$ cat src/rtl/instr_decode_stage.sv
// Registered instruction-decode stage for the TinyChip core: splits a fetch word into fields,
// merges prefix+immediate pairs into one bundle, and counts retired bundles.
module instr_decode_stage #(
  parameter int INSTR_W = 9,
  parameter int OPCODE_W = 3,
  parameter int REG_W = 2,
  parameter logic [OPCODE_W-1:0] EXT_OPCODE = 3'b111,
  parameter int CNT_W = 16,
  localparam int FUNCT_W = INSTR_W - 1 - OPCODE_W - 2 * REG_W
) (
  input  logic               clk,
  input  logic               reset,
  input  logic               flush,
  input  logic               in_valid,
  output logic               in_ready,
  input  logic [INSTR_W-1:0] instr,
  output logic               out_valid,
  input  logic               out_ready,
  output logic               bit_type,
  output logic [OPCODE_W-1:0] opcode,
  output logic [REG_W-1:0]   reg_dest,
  output logic [REG_W-1:0]   reg_op,
  output logic [FUNCT_W-1:0] funct,
  output logic               alu_src,
  output logic               has_imm,
  output logic [INSTR_W-1:0] imm,
  output logic [CNT_W-1:0]   decode_count
);

  // Field layout of one instruction word, MSB first; its width is exactly INSTR_W.
  typedef struct packed {
    logic                bit_type;
    logic [OPCODE_W-1:0] opcode;
    logic [REG_W-1:0]    reg_dest;
    logic [REG_W-1:0]    reg_op;
    logic [FUNCT_W-1:0]  funct;
  } fields_t;

  typedef enum logic {
    IDLE,
    WAIT_IMM
  } state_t;

  state_t              state;
  fields_t             word;
  fields_t             prefix_q;
  fields_t             out_q;
  logic                out_valid_q;
  logic                has_imm_q;
  logic [INSTR_W-1:0]  imm_q;
  logic [CNT_W-1:0]    count_q;

  logic accept;
  logic out_fire;
  logic is_prefix;

  assign word      = fields_t'(instr);
  assign is_prefix = word.bit_type && (word.opcode == EXT_OPCODE);

  // NOTE: in_ready is combinational so a stalled output drops ready in the same cycle
  // instead of one cycle late, which would otherwise overwrite a held bundle.
  assign in_ready = ~reset & ~flush & (~out_valid_q | out_ready);
  assign accept   = in_valid & in_ready;
  assign out_fire = out_valid_q & out_ready;

  // NOTE: all state uses non-blocking assignments so every register samples pre-edge values;
  // the later completing-word assignment to out_valid_q deliberately overrides the handshake clear.
  always_ff @(posedge clk or posedge reset) begin
    if (reset) begin
      state       <= IDLE;
      prefix_q    <= '0;
      out_q       <= '0;
      out_valid_q <= 1'b0;
      has_imm_q   <= 1'b0;
      imm_q       <= '0;
      count_q     <= '0;
    end else if (flush) begin
      // Fields stay stale; only the valid flag and the pending prefix are discarded.
      state       <= IDLE;
      out_valid_q <= 1'b0;
    end else begin
      if (out_fire) begin
        count_q     <= count_q + CNT_W'(1);
        out_valid_q <= 1'b0;
      end
      if (accept) begin
        case (state)
          IDLE: begin
            if (is_prefix) begin
              prefix_q <= word;
              state    <= WAIT_IMM;
            end else begin
              out_q       <= word;
              has_imm_q   <= 1'b0;
              imm_q       <= '0;
              out_valid_q <= 1'b1;
            end
          end
          WAIT_IMM: begin
            // Second word is raw immediate data even if it looks like another prefix.
            out_q       <= prefix_q;
            has_imm_q   <= 1'b1;
            imm_q       <= instr;
            out_valid_q <= 1'b1;
            state       <= IDLE;
          end
          default: state <= IDLE;
        endcase
      end
    end
  end

  assign out_valid    = out_valid_q;
  assign bit_type     = out_q.bit_type;
  assign opcode       = out_q.opcode;
  assign reg_dest     = out_q.reg_dest;
  assign reg_op       = out_q.reg_op;
  assign funct        = out_q.funct;
  assign alu_src      = out_q.bit_type;
  assign has_imm      = has_imm_q;
  assign imm          = imm_q;
  assign decode_count = count_q;

endmodule
$ cat config.mk
export PLATFORM = sky130hd
export DESIGN_NAME = instr_decode_stage
export DESIGN_NICKNAME = d
export VERILOG_FILES = /design/src/rtl/instr_decode_stage.sv
export SDC_FILE = /design/constraint.sdc
export NUM_CORES = 1
export LEC_CHECK = 0
export CORE_ASPECT_RATIO = 0.9
export CORE_UTILIZATION = 65
export DETAILED_ROUTE_END_ITERATION = 8
export DONT_BUFFER_PORTS = 1
export GPL_TIMING_DRIVEN = 0
export PLACE_DENSITY = 0.93
export SYNTH_ARGS = -nofsm -noshare
export SYNTH_HDL_FRONTEND = slang
export SYNTH_SLANG_ARGS = --single-unit
$ cat constraint.sdc
create_clock -name clk -period 3 [get_ports clk]
set_input_delay 0 -clock clk [delete_from_list [all_inputs] [get_ports clk]]
set_output_delay 0 -clock clk [all_outputs]
set_load 0.02 [all_outputs]
== After elaboration in Yosys (flattened, before gate mapping) ==
Cells that the tools add are included.

* Register bits after elaboration: 46
* Logic and storage cells: 47

* Add/subtract/negate cells: 1
* Eq/ne operators: 2
* Mux-type cells: 15
* Bitwise operators: 9
* Reductions and logical operators: 5

{| class="wikitable"
|+ Operators with widths
! cell !! number
|-
| $pmux W9 S2 || 2
|-
| $mux W9 || 2
|-
| $add A16 B1 Y16 const B || 1
|-
| $mux W1 || 8
|-
| $pmux W1 S2 || 3
|-
| $and A1 B1 Y1 || 4
|-
| $not A1 Y1 || 4
|-
| $reduce_and A4 Y1 || 1
|-
| $eq A3 B3 Y1 const B || 1
|-
| $reduce_and A3 Y1 || 1
|-
| $ne A2 B2 Y1 const B || 1
|-
| $reduce_and A2 Y1 || 1
|-
| $reduce_bool A2 Y1 || 1
|-
| $logic_and A1 B1 Y1 || 1
|-
| $or A1 B1 Y1 || 1
|}

== Longest topological paths before layout ==
* Depth in word-level cells: 6
* Mapped depth: 6

== Worst setup path before layout ==
No wires, ideal clock.

* Path kind: register to register
* Start: register count_q[0], in the netlist decode_count[0]
* End: register count_q[12], in the netlist decode_count[12]
* Setup time: 0.129 ns
* Arrival: 1.392 ns
* Required time: 2.871 ns
* Slack: 1.479 ns
* Cell stages (with the launch flop): 6
* Cells stage by stage: dfrtp_1 -> ha_1 -> nand4b_1 -> nor4_2 -> nand4_1 -> xnor2_1

* Longest elaborated chain between the ends: 1

{| class="wikitable"
|+ Ends and longest elaborated chain
! what !! line !! text
|-
| start, declared || 51 || <nowiki>logic [CNT_W-1:0] count_q;</nowiki>
|-
| start signal, assigned || 83 || <nowiki>count_q <= count_q + CNT_W'(1);</nowiki>
|-
| $add A16 B1 Y16 || 83 ||
|}

Every way passes these cells.
A chain may end at the register's enable or synchronous reset.

== Final worst setup path ==
* Start: register out_valid_q, in the netlist out_valid
* End: register out_valid_q, in the netlist out_valid

* Longest elaborated chain between the ends: 6
* Elaborated cells on any way between the ends: 10
* Classes of those cells: mux: 5; bitwise: 5

{| class="wikitable"
|+ Ends and longest elaborated chain
! what !! line !! text
|-
| start, declared || 48 || <nowiki>logic out_valid_q;</nowiki>
|-
| start signal, assigned || 73 || <nowiki>out_valid_q <= 1'b0;</nowiki>
|-
| start signal, assigned || 80 || <nowiki>out_valid_q <= 1'b0;</nowiki>
|-
| start signal, assigned || 84 || <nowiki>out_valid_q <= 1'b0;</nowiki>
|-
| $not A1 Y1 || 62 || <nowiki>assign in_ready = ~reset & ~flush & (~out_valid_q | out_ready);</nowiki>
|-
| $or A1 B1 Y1 || 62 ||
|-
| $and A1 B1 Y1 || 62 ||
|-
| via in_ready || 15 || <nowiki>output logic in_ready,</nowiki>
|-
| $and A1 B1 Y1 || 63 || <nowiki>assign accept = in_valid & in_ready;</nowiki>
|-
| $mux W1 || 86 || <nowiki>if (accept) begin</nowiki>
|-
| $mux W1 || 77 || <nowiki>end else if (flush) begin</nowiki>
|}

The timed path passes the listed nets, and every way through them passes these cells.

==> results_dict.tcl <==
set metrics [dict create \
    status "complete, no violations" \
    period_share 0.628 \
    clk_latency_ns 0.36 \
    nets 198 \
    final_util 0.769 \
    synth.yosys.seq_area_share 0.551 \
    r2r-end "out_valid" \
    clockRootBuffer "clkbuf_4" \
    timing_hold_violations_final 0 \
    place_area_um2 2140 \
    avgRoutedWirePerCell_um 17.1 \
    seq_power_share 0.607 \
    hold_buffers 14 \
    whs_path_depth 3 \
    grt_max_degree 47 \
    ys_types 34 \
    worst_slew_pin_slew_ns 0.893 \
    rsz0062_at_grt "no" \
    whs_ns 0.0770 \
    die_x_um 61.7 \
    p_sw_frac 0.277 \
    first_global_vias 1354 \
    drcViolationCount 0 \
    rows 19 \
    synth_cells 162 \
    cp.buffers_inverters 1 \
    clkSinkCount 46 \
    drt_iter0_markers 61 \
    setup_viol 0 \
    ys_seq_elements 46 \
    io_buffers 0 \
    num_io_pins 52 \
    crit_family "simple AND/OR/NAND/NOR gates" \
    antenna_found_initial 0 \
    avgSynthCellArea_um2 12.9 \
    yosysWarnings 0 \
    p_sw_mw 0.357 \
    tritoncts.num_buffers 5 \
    post_cts_resized 0 \
    cp_cell_sequence "nand2b_2 > and2_1 > nand3_1 > a21oi_1 > dlygate4sd3_1" \
    power-per-cell-area_nw_per_um2 547 \
    firstDrtPassIters 4 \
    min_from "out_ready" \
    rr_worst_depth 5 \
    max_cap_viol_count 0 \
    coreArea_um2 3070 \
    gp_congestion 0.764 \
    internal-power_mw 0.933 \
    synth_edf_count 0 \
    setup_tns_ns 0 \
    dp_hpwl_um 2730 \
    die_area_um2 3440 \
    crit_required_ns 3.31 \
    grt_pass1_wl_um 6130 \
    start_kind "flip-flop" \
    p_leak_nw 1.08 \
    finClkSkew_ns 0.00945 \
    gr-usage-all-layers 0.251 \
    drt.antenna.violating_nets 0 \
    die_h_um 55.8 \
    hold_path_class "input pin to flip-flop" \
    layout_commonest_cell "dfrtp_1" \
    cp_slowest_cell "dlygate4sd3_1" \
    max_freq_mhz 531 \
    r2r_slack_ns 1.12 \
    pwr-share-clk 0.287 \
    htree_levels 2 \
    end_kind "flip-flop" \
    period_needed_ns 1.88 \
    vdd_drop_max_mv 0.362 \
    totalWireLength_um 3860 \
    vias_per_cell 5.50 \
    stdcell_area_um2 2360 \
    combPwrFrac 0.106 \
    clk_path_buf_depth 2 \
    mostFrequentLayoutCells "46 x dfrtp_1, 22 x mux2_2, 15 x nand2_1" \
    drive_gt1_frac 0.266 \
    antenna_cells 0 \
    synth_ff_type "dfrtp_1" \
    cp.arrival_ns 2.19 \
    max_slew_margin 0.404 \
    criticalPathCategory "flip-flop to flip-flop" \
    synthArstFlopShare 1.00 \
    start_util 0.681 \
    worstReg2RegStart "out_valid" \
    final_max_slew_viol_count 0 \
    area.growth.synth_to_final_pct 13.0 \
    slowest_delay_ns 0.57 \
    cts_setup_buffers 0 \
    globalRoute.totalOverflow 0 \
    clk_pin_slew_worst_paths_ns 0.13 \
    vias 1243 \
    cp_max_fo 4 \
    hold_end "state" \
    synth_nets 177 \
    syn-cell-area_um2 2090 \
    tritoncts "yes" \
]
==> worst register-to-register path, stage by stage, from the launching register on <==
cell,delay (ns)
dfrtp_1,0.52
nand2b_2,0.16
and2_1,0.28
nand3_1,0.13
a21oi_1,0.17
dlygate4sd3_1,0.57
==> power by group through the flow <==
stage	combinational [mW]	sequential (mW)	clock [mW]
final	0.137	0.783	0.370
after global routing	0.150	0.792	0.399
after CTS	0.139	0.783	0.375
after detailed placement	0.118	0.796	0
after global placement	0.110	0.790	0
after floorplan	0.101	0.780	0
==> cells by family after synthesis <==
family                   after synthesis  synth area share
adder cells (fa/ha/maj)                1           0.00599
buffers and inverters                 17            0.0473
flip-flops                            46             0.551
XOR/XNOR                              15            0.0629
AO/OA/AOI/OAI                          4            0.0120
AND/OR/NAND/NOR                       47             0.152
multiplexers                          32             0.169
==> how the worst max path moves through the flow <==
| stage | from | to | slack [ns] | depth (start not counted) |
|---|---|---|---|---|
| 6_report | out_valid | out_valid | 1.12 | 5 |
| 5_1_grt | out_valid | out_valid | 1.05 | 5 |
| 4_1_cts | out_valid | out_valid | 1.13 | 5 |
| 3_5_place_dp | decode_count[0] | decode_count[12] | 1.22 | 5 |
| 3_3_place_gp | decode_count[0] | decode_count[12] | 1.31 | 5 |
| 2_1_floorplan | decode_count[0] | decode_count[12] | 1.48 | 5 |
==> cell usage after synthesis, types with 2 or more instances <==
cell | count | area share
or2_2 | 4 | 0.012
buf_6 | 2 | 0.011
nand4_1 | 2 | 0.0060
inv_1 | 12 | 0.022
nor2_1 | 3 | 0.0054
nor2b_4 | 2 | 0.013
mux2_2 | 22 | 0.12
and2_1 | 2 | 0.0060
dfrtp_1 | 46 | 0.55
a21oi_1 | 2 | 0.0048
mux2i_1 | 9 | 0.043
xnor2_1 | 9 | 0.038
nand2_1 | 15 | 0.027
xor2_1 | 6 | 0.025
nor3_1 | 3 | 0.0072
nand3_1 | 5 | 0.012
==> metrics by stage <==
| stage | power, mW | cells | worst slack, ns |
|---|---|---|---|
| after global routing | 1.34 | 226 | 1.05 |
| after global placement | 0.900 | 204 | 1.31 |
| final | 1.29 | 226 | 1.12 |
| after detailed placement | 0.914 | 204 | 1.22 |
| after CTS | 1.30 | 226 | 1.13 |
| after floorplan | 0.881 | 162 | 1.48 |
==> state kept, by name (all words and copies together) (netlist names) <==
| register | flops |
|---|---|
| out_valid | 1 |
| alu_src | 1 |
| decode_count | 16 |
| reg_dest | 2 |
| reg_op | 2 |
| imm | 9 |
| has_imm | 1 |
| prefix_q | 9 |
| state | 1 |
| funct | 1 |
| opcode | 3 |
==> routing by layer <==
metal / vias to the layer above / GRT usage / part of all wire
met5: - / 0 / 0
met4: 0 / 0.0635 / 0.011
met3: 7 / 0.0767 / 0.051
met2: 36 / 0.412 / 0.52
met1: 623 / 0.320 / 0.42
li1: 577 / - / -
==> area by class of cell <==
type,count,area (um2)
Clock inverter,2,37.5
Fill cell,214,707
Buffer,5,53.8
Sequential cell,46,1150
Multi-Input combinational cell,99,838
Timing Repair Buffer,14,140
Inverter,12,45.0
Tap cell,42,52.6
Clock buffer,6,41.3
(Power assumes the default switching activity.)
